<file path="config.mk">
export PLATFORM = sky130hd
export DESIGN_NAME = tone_scheduler
export DESIGN_NICKNAME = d
export VERILOG_FILES = /design/src/rtl/tone_pkg.sv /design/src/rtl/tone_step_timer.sv /design/src/rtl/tone_scheduler.sv
export SDC_FILE = /design/constraint.sdc
export NUM_CORES = 1
export LEC_CHECK = 0
export CAP_MARGIN = 30
export CORE_MARGIN = 3
export CORE_UTILIZATION = 59
export DETAILED_ROUTE_END_ITERATION = 12
export PLACE_DENSITY_LB_ADDON = 0.1
export SETUP_SLACK_MARGIN = 0.15
export SYNTH_ARGS = -nofsm -noshare
export SYNTH_HDL_FRONTEND = slang
export SYNTH_SLANG_ARGS = --single-unit
</file>
<file path="constraint.sdc">
create_clock -name inclk -period 4.4 [get_ports inclk]
set_input_delay 1.1 -clock inclk [delete_from_list [all_inputs] [get_ports inclk]]
set_output_delay 1.1 -clock inclk [all_outputs]
set_load 0.01 [all_outputs]
</file>
<file path="src/rtl/tone_pkg.sv">
// tone_pkg: shared FSM states, step record and note divider table
package tone_pkg;

    typedef enum logic [2:0] {IDLE, MANUAL, LOAD, RETRIG, PLAY, DONE} state_e;

    typedef struct packed {
        logic       rest;
        logic [2:0] note;
        logic [7:0] dur;
    } step_t;

    localparam logic [31:0] NOTE_DIV [8] = '{
        32'd47801, 32'd42589, 32'd37936, 32'd35816,
        32'd31928, 32'd28409, 32'd25329, 32'd23900
    };

    function automatic logic [31:0] note_div(input logic [2:0] n);
        return NOTE_DIV[n];
    endfunction

endpackage

</file>
<file path="src/rtl/tone_step_timer.sv">
// tone_step_timer: duration-unit prescaler plus unit counter flagging the last cycle of a step
module tone_step_timer #(
    parameter int TICK_DIV = 500000
) (
    input  logic       inclk,
    input  logic       Reset,
    input  logic       clear,
    input  logic       en,
    input  logic [7:0] dur,
    output logic       expired
);

    localparam int PW = $clog2(TICK_DIV);

    logic [PW-1:0] presc_q, presc_d;
    logic [7:0]    unit_q, unit_d;
    logic          wrap;

    // advance the prescaler while enabled; expired marks the final cycle of dur units
    always_comb begin
        wrap    = en && (presc_q == PW'(TICK_DIV - 1));
        presc_d = clear ? '0 : wrap ? '0 : en ? presc_q + PW'(1) : presc_q;
        unit_d  = clear ? '0 : wrap ? unit_q + 8'd1 : unit_q;
        expired = wrap && ((unit_q + 8'd1) == dur);
    end

    // counter registers with synchronous active-low reset
    always_ff @(posedge inclk) begin
        if (!Reset) begin
            presc_q <= '0;
            unit_q  <= '0;
        end else begin
            presc_q <= presc_d;
            unit_q  <= unit_d;
        end
    end

endmodule

</file>
<file path="src/rtl/tone_scheduler.sv">
// tone_scheduler: arbitrates manual notes and a stored note sequence into divider count/reset
module tone_scheduler
    import tone_pkg::*;
#(
    parameter int TICK_DIV  = 500000,
    parameter int SEQ_DEPTH = 16,
    parameter int COUNT_W   = 32
) (
    input  logic                         inclk,
    input  logic                         Reset,
    input  logic                         man_en,
    input  logic [2:0]                   man_note,
    input  logic                         seq_start,
    input  logic                         seq_stop,
    input  logic                         loop_en,
    input  logic                         wr_en,
    input  logic [$clog2(SEQ_DEPTH)-1:0] wr_addr,
    input  logic [3:0]                   wr_note,
    input  logic [7:0]                   wr_dur,
    output logic [COUNT_W-1:0]           div_count,
    output logic                         div_reset_n,
    output logic                         busy,
    output logic [$clog2(SEQ_DEPTH)-1:0] step_idx,
    output logic                         seq_done
);

    localparam int SW = $clog2(SEQ_DEPTH);

    state_e       state_q, state_d;
    logic [COUNT_W-1:0] div_count_q, div_count_d;
    logic         div_reset_n_q, div_reset_n_d;
    logic         busy_q, busy_d;
    logic [SW-1:0] step_idx_q, step_idx_d;
    logic         seq_done_q, seq_done_d;
    logic         cur_rest_q, cur_rest_d;
    logic [7:0]   cur_dur_q, cur_dur_d;
    logic [2:0]   last_note_q, last_note_d;
    step_t        tbl_q [SEQ_DEPTH];
    step_t        tbl_d [SEQ_DEPTH];
    step_t        rd;
    logic         expired;
    logic         last_step;

    assign rd        = tbl_q[step_idx_q];
    assign last_step = (step_idx_q == SW'(SEQ_DEPTH - 1));

    assign div_count   = div_count_q;
    assign div_reset_n = div_reset_n_q;
    assign busy        = busy_q;
    assign step_idx    = step_idx_q;
    assign seq_done    = seq_done_q;

    tone_step_timer #(.TICK_DIV(TICK_DIV)) u_timer (
        .inclk   (inclk),
        .Reset   (Reset),
        .clear   (state_q == LOAD),
        .en      (state_q == PLAY),
        .dur     (cur_dur_q),
        .expired (expired)
    );

    // table write port; the playing step only sees new contents at its next LOAD
    always_comb begin
        tbl_d = tbl_q;
        if (wr_en) tbl_d[wr_addr] = {wr_note, wr_dur};
    end

    // table storage survives reset
    always_ff @(posedge inclk) begin
        tbl_q <= tbl_d;
    end

    // state and registered outputs
    always_ff @(posedge inclk) begin
        if (!Reset) begin
            state_q       <= IDLE;
            div_count_q   <= COUNT_W'(NOTE_DIV[0]);
            div_reset_n_q <= 1'b0;
            busy_q        <= 1'b0;
            step_idx_q    <= '0;
            seq_done_q    <= 1'b0;
            cur_rest_q    <= 1'b0;
            cur_dur_q     <= '0;
            last_note_q   <= '0;
        end else begin
            state_q       <= state_d;
            div_count_q   <= div_count_d;
            div_reset_n_q <= div_reset_n_d;
            busy_q        <= busy_d;
            step_idx_q    <= step_idx_d;
            seq_done_q    <= seq_done_d;
            cur_rest_q    <= cur_rest_d;
            cur_dur_q     <= cur_dur_d;
            last_note_q   <= last_note_d;
        end
    end

    // next state: sequencer preempts manual, stop beats start while busy
    always_comb begin
        state_d = state_q;
        case (state_q)
            IDLE:    state_d = seq_start ? LOAD : man_en ? MANUAL : IDLE;
            MANUAL:  state_d = seq_start ? LOAD : man_en ? MANUAL : IDLE;
            LOAD:    state_d = (rd.dur == 8'd0) ? DONE : RETRIG;
            RETRIG:  state_d = PLAY;
            PLAY:    state_d = !expired ? PLAY : (last_step && !loop_en) ? DONE : LOAD;
            default: state_d = IDLE;
        endcase
        if (state_q inside {LOAD, RETRIG, PLAY}) state_d = seq_stop ? IDLE : seq_start ? LOAD : state_d;
    end

    // outputs computed from the upcoming state so every port comes straight from a flop
    always_comb begin
        div_count_d   = (state_d == MANUAL) ? COUNT_W'(note_div(man_note)) :
                        (state_q == LOAD && state_d == RETRIG && !rd.rest) ? COUNT_W'(note_div(rd.note)) :
                        div_count_q;
        div_reset_n_d = (state_d == MANUAL) ? (state_q != MANUAL || man_note == last_note_q) :
                        (state_d == PLAY) ? !cur_rest_q : 1'b0;
        busy_d        = state_d inside {LOAD, RETRIG, PLAY};
        seq_done_d    = (state_d == DONE);
        step_idx_d    = (state_d == IDLE || state_d == DONE || (seq_start && state_d == LOAD)) ? '0 :
                        (state_q == PLAY && state_d == LOAD) ? step_idx_q + SW'(1) : step_idx_q;
        cur_rest_d    = (state_q == LOAD) ? rd.rest : cur_rest_q;
        cur_dur_d     = (state_q == LOAD) ? rd.dur : cur_dur_q;
        last_note_d   = man_note;
    end

endmodule

</file>
==> impl_metrics.json, run 1 <==
{
  "cts_made_buffers": 27,
  "cp_max_fo": 11,
  "die_h_um": 143,
  "core_area_sq_mm": 0.0181,
  "seq_area_frac_synth_pct": 64.0,
  "cts.clk_slew.worst_paths_ns": 0.06,
  "cts-root-buf": "clkbuf_16",
  "pin_count": 65,
  "whs_path_depth": 1,
  "hold_viol_final": 0,
  "synth_fa_ha_area_share_pct": 1.70,
  "die_w_um": 143,
  "overflow": 0,
  "grt_antenna_before_repair": 0,
  "synth_top_family_by_area": "multiplexers",
  "cts_hold_buf": 0,
  "rr_worst_depth": 10,
  "period_minus_slack_ns": 3.55,
  "hold_ws_ns": 0.451,
  "cts_setup_buffers": 0,
  "fin_nets": 843,
  "fmax_mhz": 282,
  "setup.worst_path.start_class": "flop",
  "fin_crit_sh_pct": 80.6,
  "via_per_inst": 6.05,
  "end_kind": "flop",
  "synth_cell_type_count": 59,
  "grt_usage_pct": 22.6,
  "hold_path_class": "reg2reg",
  "power_leakage_uw": 0.00421,
  "wl_per_cell_um": 21.5,
  "port_buffers": 47,
  "layout_setup_ws_ns": 0.852,
  "post_cts_resized": 0,
  "initial_core_util_pct": 60.7,
  "dr.pass1.iters": 5,
  "drv_cap": 0,
  "cts.htree.levels": 1,
  "drive_gt1_share_pct": 17.5,
  "design.die.area_sq_mm": 0.0203,
  "slew_violations": 0,
  "slew_headroom_pct": 43.5,
  "run_status": "complete, no violations",
  "cts_tree": "yes",
  "ys_ff_latch": 256,
  "fin_util_pct": 70.4,
  "fin_worst_skew_ns": 0.0108,
  "antenna_cells": 0,
  "multiInputGateArea_sq_mm": 0.00369,
  "min_from": "cur_rest_q",
  "ir_drop_mv": 0.460,
  "syn_to_final_growth_pct": 16.0,
  "dr.first_iter.drc_count": 569,
  "r2r-start": "state_q[2]",
  "syn_inst": 732,
  "grt_pass1_vias": 6444,
  "r2r_setup_slack_ns": 0.85,
  "yosysWarnings": 0,
  "synth-simple-area-share_pct": 8.81,
  "setup_viol": 0,
  "place_hpwl_um": 14700,
  "ant_nets": 0,
  "insertion_delay_ns": 0.54,
  "drc": 0,
  "fp-row-count": 49,
  "worstMarginPinSlew_ns": 0.845,
  "fill_cells": 1200,
  "place_ws_ns": 0.878,
  "synth_edf_count": 192,
  "crit_type": "reg2reg",
  "power.density_mw_per_mm2": 421,
  "synth-compound-area-share_pct": 5.49,
  "worstHoldEndpoint": "div_reset_n",
  "crit_required_ns": 4.81,
  "cp.arrival_ns": 3.96,
  "syn_area_per_cell_sq_um": 15.0,
  "wl_um": 22600,
  "gp_congestion": 0.880,
  "rsz0062_at_grt": "no",
  "grt_pass1_wl_um": 35400,
  "regArea_sq_mm": 0.00705,
  "r2r-end": "step_idx[0]",
  "synthXorXnorAreaFrac_pct": 2.70,
  "cts_buffer_depth": 3,
  "tns_ns": 0,
  "grt_max_degree": 33,
  "synthMuxAreaShare_pct": 14.0,
  "cts_sinks": 256,
  "vias": 6361,
  "postSynth.asyncResetShare_pct": 0,
  "netlist_area_sq_mm": 0.0110,
  "synthFlopType": "edfxtp_1"
}
## routing by layer
layer | global-route usage [%] | up-vias | share of wire [%]
met2 | 38.0 | 236 | 50
met4 | 5.30 | 0 | 2.0
met5 | 0 | - | 0
met3 | 4.42 | 39 | 5.8
met1 | 31.0 | 3165 | 43
li1 | - | 2921 | -
## synth_stat cells, types with 2 or more instances
master | count | area share (%)
o211ai_1 | 15 | 1.0
nor2b_1 | 4 | 0.23
nor4_1 | 3 | 0.17
and2_1 | 4 | 0.23
nand2b_1 | 8 | 0.45
mux4_2 | 44 | 9.0
and4_1 | 2 | 0.16
o2111ai_1 | 2 | 0.16
nand2_1 | 51 | 1.7
a2111oi_0 | 2 | 0.16
dfxtp_1 | 64 | 12
nor3b_1 | 2 | 0.14
o32a_1 | 2 | 0.18
a21boi_0 | 10 | 0.68
clkbuf_1 | 16 | 0.55
o21a_1 | 5 | 0.34
or3_1 | 10 | 0.57
mux2i_1 | 24 | 2.2
o21ai_0 | 21 | 0.95
mux2_2 | 9 | 0.92
nand3_1 | 17 | 0.77
o41ai_1 | 2 | 0.16
xor2_1 | 25 | 2.0
buf_4 | 17 | 1.2
buf_6 | 6 | 0.61
nor4b_1 | 2 | 0.16
buf_1 | 2 | 0.068
ha_1 | 15 | 1.7
inv_1 | 11 | 0.38
or2_2 | 3 | 0.17
and3_1 | 8 | 0.45
nor3_1 | 9 | 0.41
buf_2 | 7 | 0.32
a21oi_1 | 20 | 0.91
o31ai_1 | 4 | 0.27
nand3b_1 | 4 | 0.27
edfxtp_1 | 192 | 52
nor2_1 | 49 | 1.7
mux4_1 | 8 | 1.9
nand4_1 | 6 | 0.34
xnor2_1 | 9 | 0.72
## where the power goes
| part | internal, uW | switching (uW) |
|---|---|---|
| sequential | 2650 | 24.7 |
| combinational | 101 | 145 |
| clock | 1530 | 924 |
## cell usage in the layout, fill, tap and decap left out, types with 6 or more instances in the layout
master	count
nand3_1	17
nand4_1	6
ha_1	15
mux2_2	9
mux2i_1	24
mux4_2	44
a21oi_1	20
and3_1	8
inv_1	11
buf_4	25
dfxtp_1	61
edfxtp_1	192
conb_1	17
nor2_1	49
a21boi_0	10
nand2b_1	8
nand2_1	51
clkbuf_16	28
mux4_1	8
o211ai_1	15
o21ai_0	21
xor2_1	25
clkdlybuf4s50_1	47
xnor2_1	9
or3_1	10
## worst max path at each step
| stage | startpoint | to | slack [ns] | depth (start not counted) |
|---|---|---|---|---|
| 3_5_place_dp | step_idx[1] | step_idx[1] | 0.88 | 9 |
| 6_report | state_q[2] | step_idx[0] | 0.85 | 10 |
| 2_1_floorplan | step_idx[0] | div_count[7] | 1.10 | 12 |
| 5_1_grt | step_idx[1] | step_idx[1] | 0.54 | 9 |
| 4_1_cts | step_idx[1] | step_idx[1] | 0.82 | 9 |
| 3_3_place_gp | step_idx[1] | step_idx[1] | 0.97 | 9 |
## metrics by stage
step	instances	instance area, sq um	total power [uW]
6_report	1052	12800	5370
5_1_grt	1052	12800	5540
4_1_cts	1052	12800	5420
3_5_place_dp	1002	11800	2970
3_3_place_gp	1001	11800	2960
2_1_floorplan	748	11100	2860
## critical path, stage by stage (launching register included)
cell and delay (ns):
dfxtp_1 0.45, nor3b_4 0.42, and3_1 0.29, nand4_1 0.41, a2111o_1 0.55, o41ai_1 0.39, and3_1 0.22, or2_1 0.18
inv_2 0.06, a32oi_1 0.34, nor2_1 0.09
## sequential cells by signal (all words and copies together), names as in the netlist
| register | flops |
|---|---|
| u_timer.unit_q | 8 |
| div_count | 15 |
| busy | 1 |
| last_note_q | 3 |
| cur_dur_q | 8 |
| u_timer.presc_q | 19 |
| tbl_q | 192 |
| seq_done | 1 |
| div_reset_n | 1 |
| cur_rest_q | 1 |
| state_q | 3 |
| step_idx | 4 |
## logic make-up after synthesis
family | after synthesis
fa+ha+maj | 15
buf+inv | 61
other cells | 1
simple gates | 190
xor+xnor | 34
compound gates | 90
flops | 256
mux | 85
## cell type report
type,count,area share [%]
clock buffer,33,5.95
clock inverter,17,1.79
inverter,12,0.353
multi-input combinational,431,28.9
sequential,256,55.2
tap,229,2.24
timing repair buffer,74,5.53
(Power assumes the default switching activity.)
==> run 2: changes to the inputs <==
==> constraint.sdc (replaced) <==
create_clock -name inclk -period 3.68 [get_ports inclk]
set_input_delay 0.92 -clock inclk [delete_from_list [all_inputs] [get_ports inclk]]
set_output_delay 0.92 -clock inclk [all_outputs]
set_load 0.01 [all_outputs]
==> run 2 against run 1 <==
Against the previous run: core utilization fell by 0.76 points; via count up 0.79%; cell area fell by 1.1%; routed wire length fell by 1.6%; cell count increased by 0.48%; first-iteration DRC count down 5.3%; critical path depth shrank 1.
==> impl_metrics.json, run 2 (synthesis results as in run 1) <==
{
  "period_minus_slack_ns": 3.29,
  "grt_antenna_before_repair": 0,
  "fin_crit_sh_pct": 89.3,
  "fin_worst_skew_ns": 0.0287,
  "cts_made_buffers": 26,
  "largest_reg_flops": 192,
  "drv_cap": 0,
  "cp_max_fo": 47,
  "pin_count": 65,
  "crit_type": "reg2reg",
  "setup.worst_path.start_class": "flop",
  "slowest_stage": "mux4_1",
  "regMostFlops": "tbl_q",
  "dr.pass1.iters": 5,
  "cts_setup_buffers": 0,
  "core_area_sq_mm": 0.0181,
  "crit_required_ns": 4.13,
  "cts_buffer_depth": 3,
  "vias": 6411,
  "fin_util_pct": 69.6,
  "power_leakage_uw": 0.00415,
  "fill_cells": 1194,
  "worstMarginPinSlew_ns": 0.733,
  "place_hpwl_um": 14800,
  "path_depth": 9,
  "cts_sinks": 256,
  "grt_max_degree": 48,
  "cts.clk_slew.worst_paths_ns": 0.06,
  "place_ws_ns": 0.427,
  "run_status": "complete, no violations",
  "worstPathCellList": "buf_12 > mux4_1 > mux2i_1 > nand4_1 > nor3_2 > nor3_1 > o311ai_2 > o21ai_0 > a21oi_1",
  "post_cts_resized": 0,
  "syn_to_final_growth_pct": 14.7,
  "cts-root-buf": "clkbuf_16",
  "antenna_cells": 0,
  "fp-row-count": 49,
  "hold_ws_ns": 0.458,
  "grt_pass1_vias": 6409,
  "cp.arrival_ns": 3.73,
  "fmax_mhz": 304,
  "insertion_delay_ns": 0.55,
  "final_cell_mix": "edfxtp_1, dfxtp_1, nand2_1, nor2_1, clkdlybuf4s50_1",
  "cts_hold_buf": 0,
  "layout_setup_ws_ns": 0.394,
  "gp_congestion": 0.884,
  "wl_um": 22200,
  "drc": 0,
  "p_total_uw": 5880,
  "hold_path_class": "reg2reg",
  "fin_nets": 851,
  "worst-path-buf-inv": 1,
  "rr_worst_depth": 9,
  "initial_core_util_pct": 60.7,
  "setup_viol": 0,
  "slew_violations": 0,
  "via_per_inst": 6.07,
  "die_w_um": 143,
  "end_kind": "flop",
  "overflow": 0,
  "grt_usage_pct": 22.3,
  "hold_viol_final": 0,
  "cts_tree": "yes",
  "grt_pass1_wl_um": 35300,
  "power.density_mw_per_mm2": 466,
  "whs_path_depth": 1,
  "rsz0062_at_grt": "no",
  "wl_per_cell_um": 21.0,
  "port_buffers": 47,
  "ir_drop_mv": 0.501,
  "tns_ns": 0,
  "slew_headroom_pct": 51.1,
  "layout_commonest_cell": "edfxtp_1",
  "crit_family": "compound AO/OA/AOI/OAI gates",
  "cts.htree.levels": 1,
  "dr.first_iter.drc_count": 539,
  "critPathMaxStageDelay_ns": 0.59,
  "drive_gt1_share_pct": 17.1,
  "ant_nets": 0,
  "design.die.area_sq_mm": 0.0203,
  "die_h_um": 143
}
run 2: power breakdown:
group          internal (uW)  total, uW  switching [uW]
logic                    123        295             172
registers               3170       3200            28.8
clock network           1350       2390            1040
total                   4640       5880            1250
run 2: worst paths after layout:
| path | startpoint | slack, ns | to |
|---|---|---|---|
| max | step_idx[1] | 0.39 | step_idx[3] |
| max reg2reg | step_idx[1] | 0.39 | step_idx[3] |
| min reg2reg | cur_rest_q | 0.46 | div_reset_n |
| min | cur_rest_q | 0.46 | div_reset_n |
run 2: area by class of cell:
class,count,area (sq um),share of cell area (%)
Clock buffer,36,708,5.61
Clock inverter,10,70.1,0.555
Inverter,12,45.0,0.357
Multi-Input combinational cell,431,3690,29.2
Sequential cell,256,7050,55.8
Tap cell,229,287,2.27
Timing Repair Buffer,83,778,6.16
run 2: metrics by stage:
stage                     instance area (sq um)  std cells
after floorplan                           11100        748
after global placement                    11900       1011
after detailed placement                  11900       1011
after CTS                                 12600       1057
after global routing                      12600       1057
final                                     12600       1057
run 2: worst register-to-register path, stage by stage, from the launching register on:
cell      delay, ns
dfxtp_2        0.34
buf_12         0.30
mux4_1         0.63
mux2i_1        0.30
nand4_1        0.18
nor3_2         0.44
nor3_1         0.13
o311ai_2       0.55
o21ai_0        0.17
a21oi_1        0.18
run 2: per-layer routing:
layer / global-route usage [%] / routed length, um / vias up
li1: - / - / 2939
met1: 32.3 / 9570 / 3220
met2: 36.0 / 10800 / 213
met3: 3.85 / 1320 / 39
met4: 5.25 / 510 / 0
met5: 0 / 0 / -
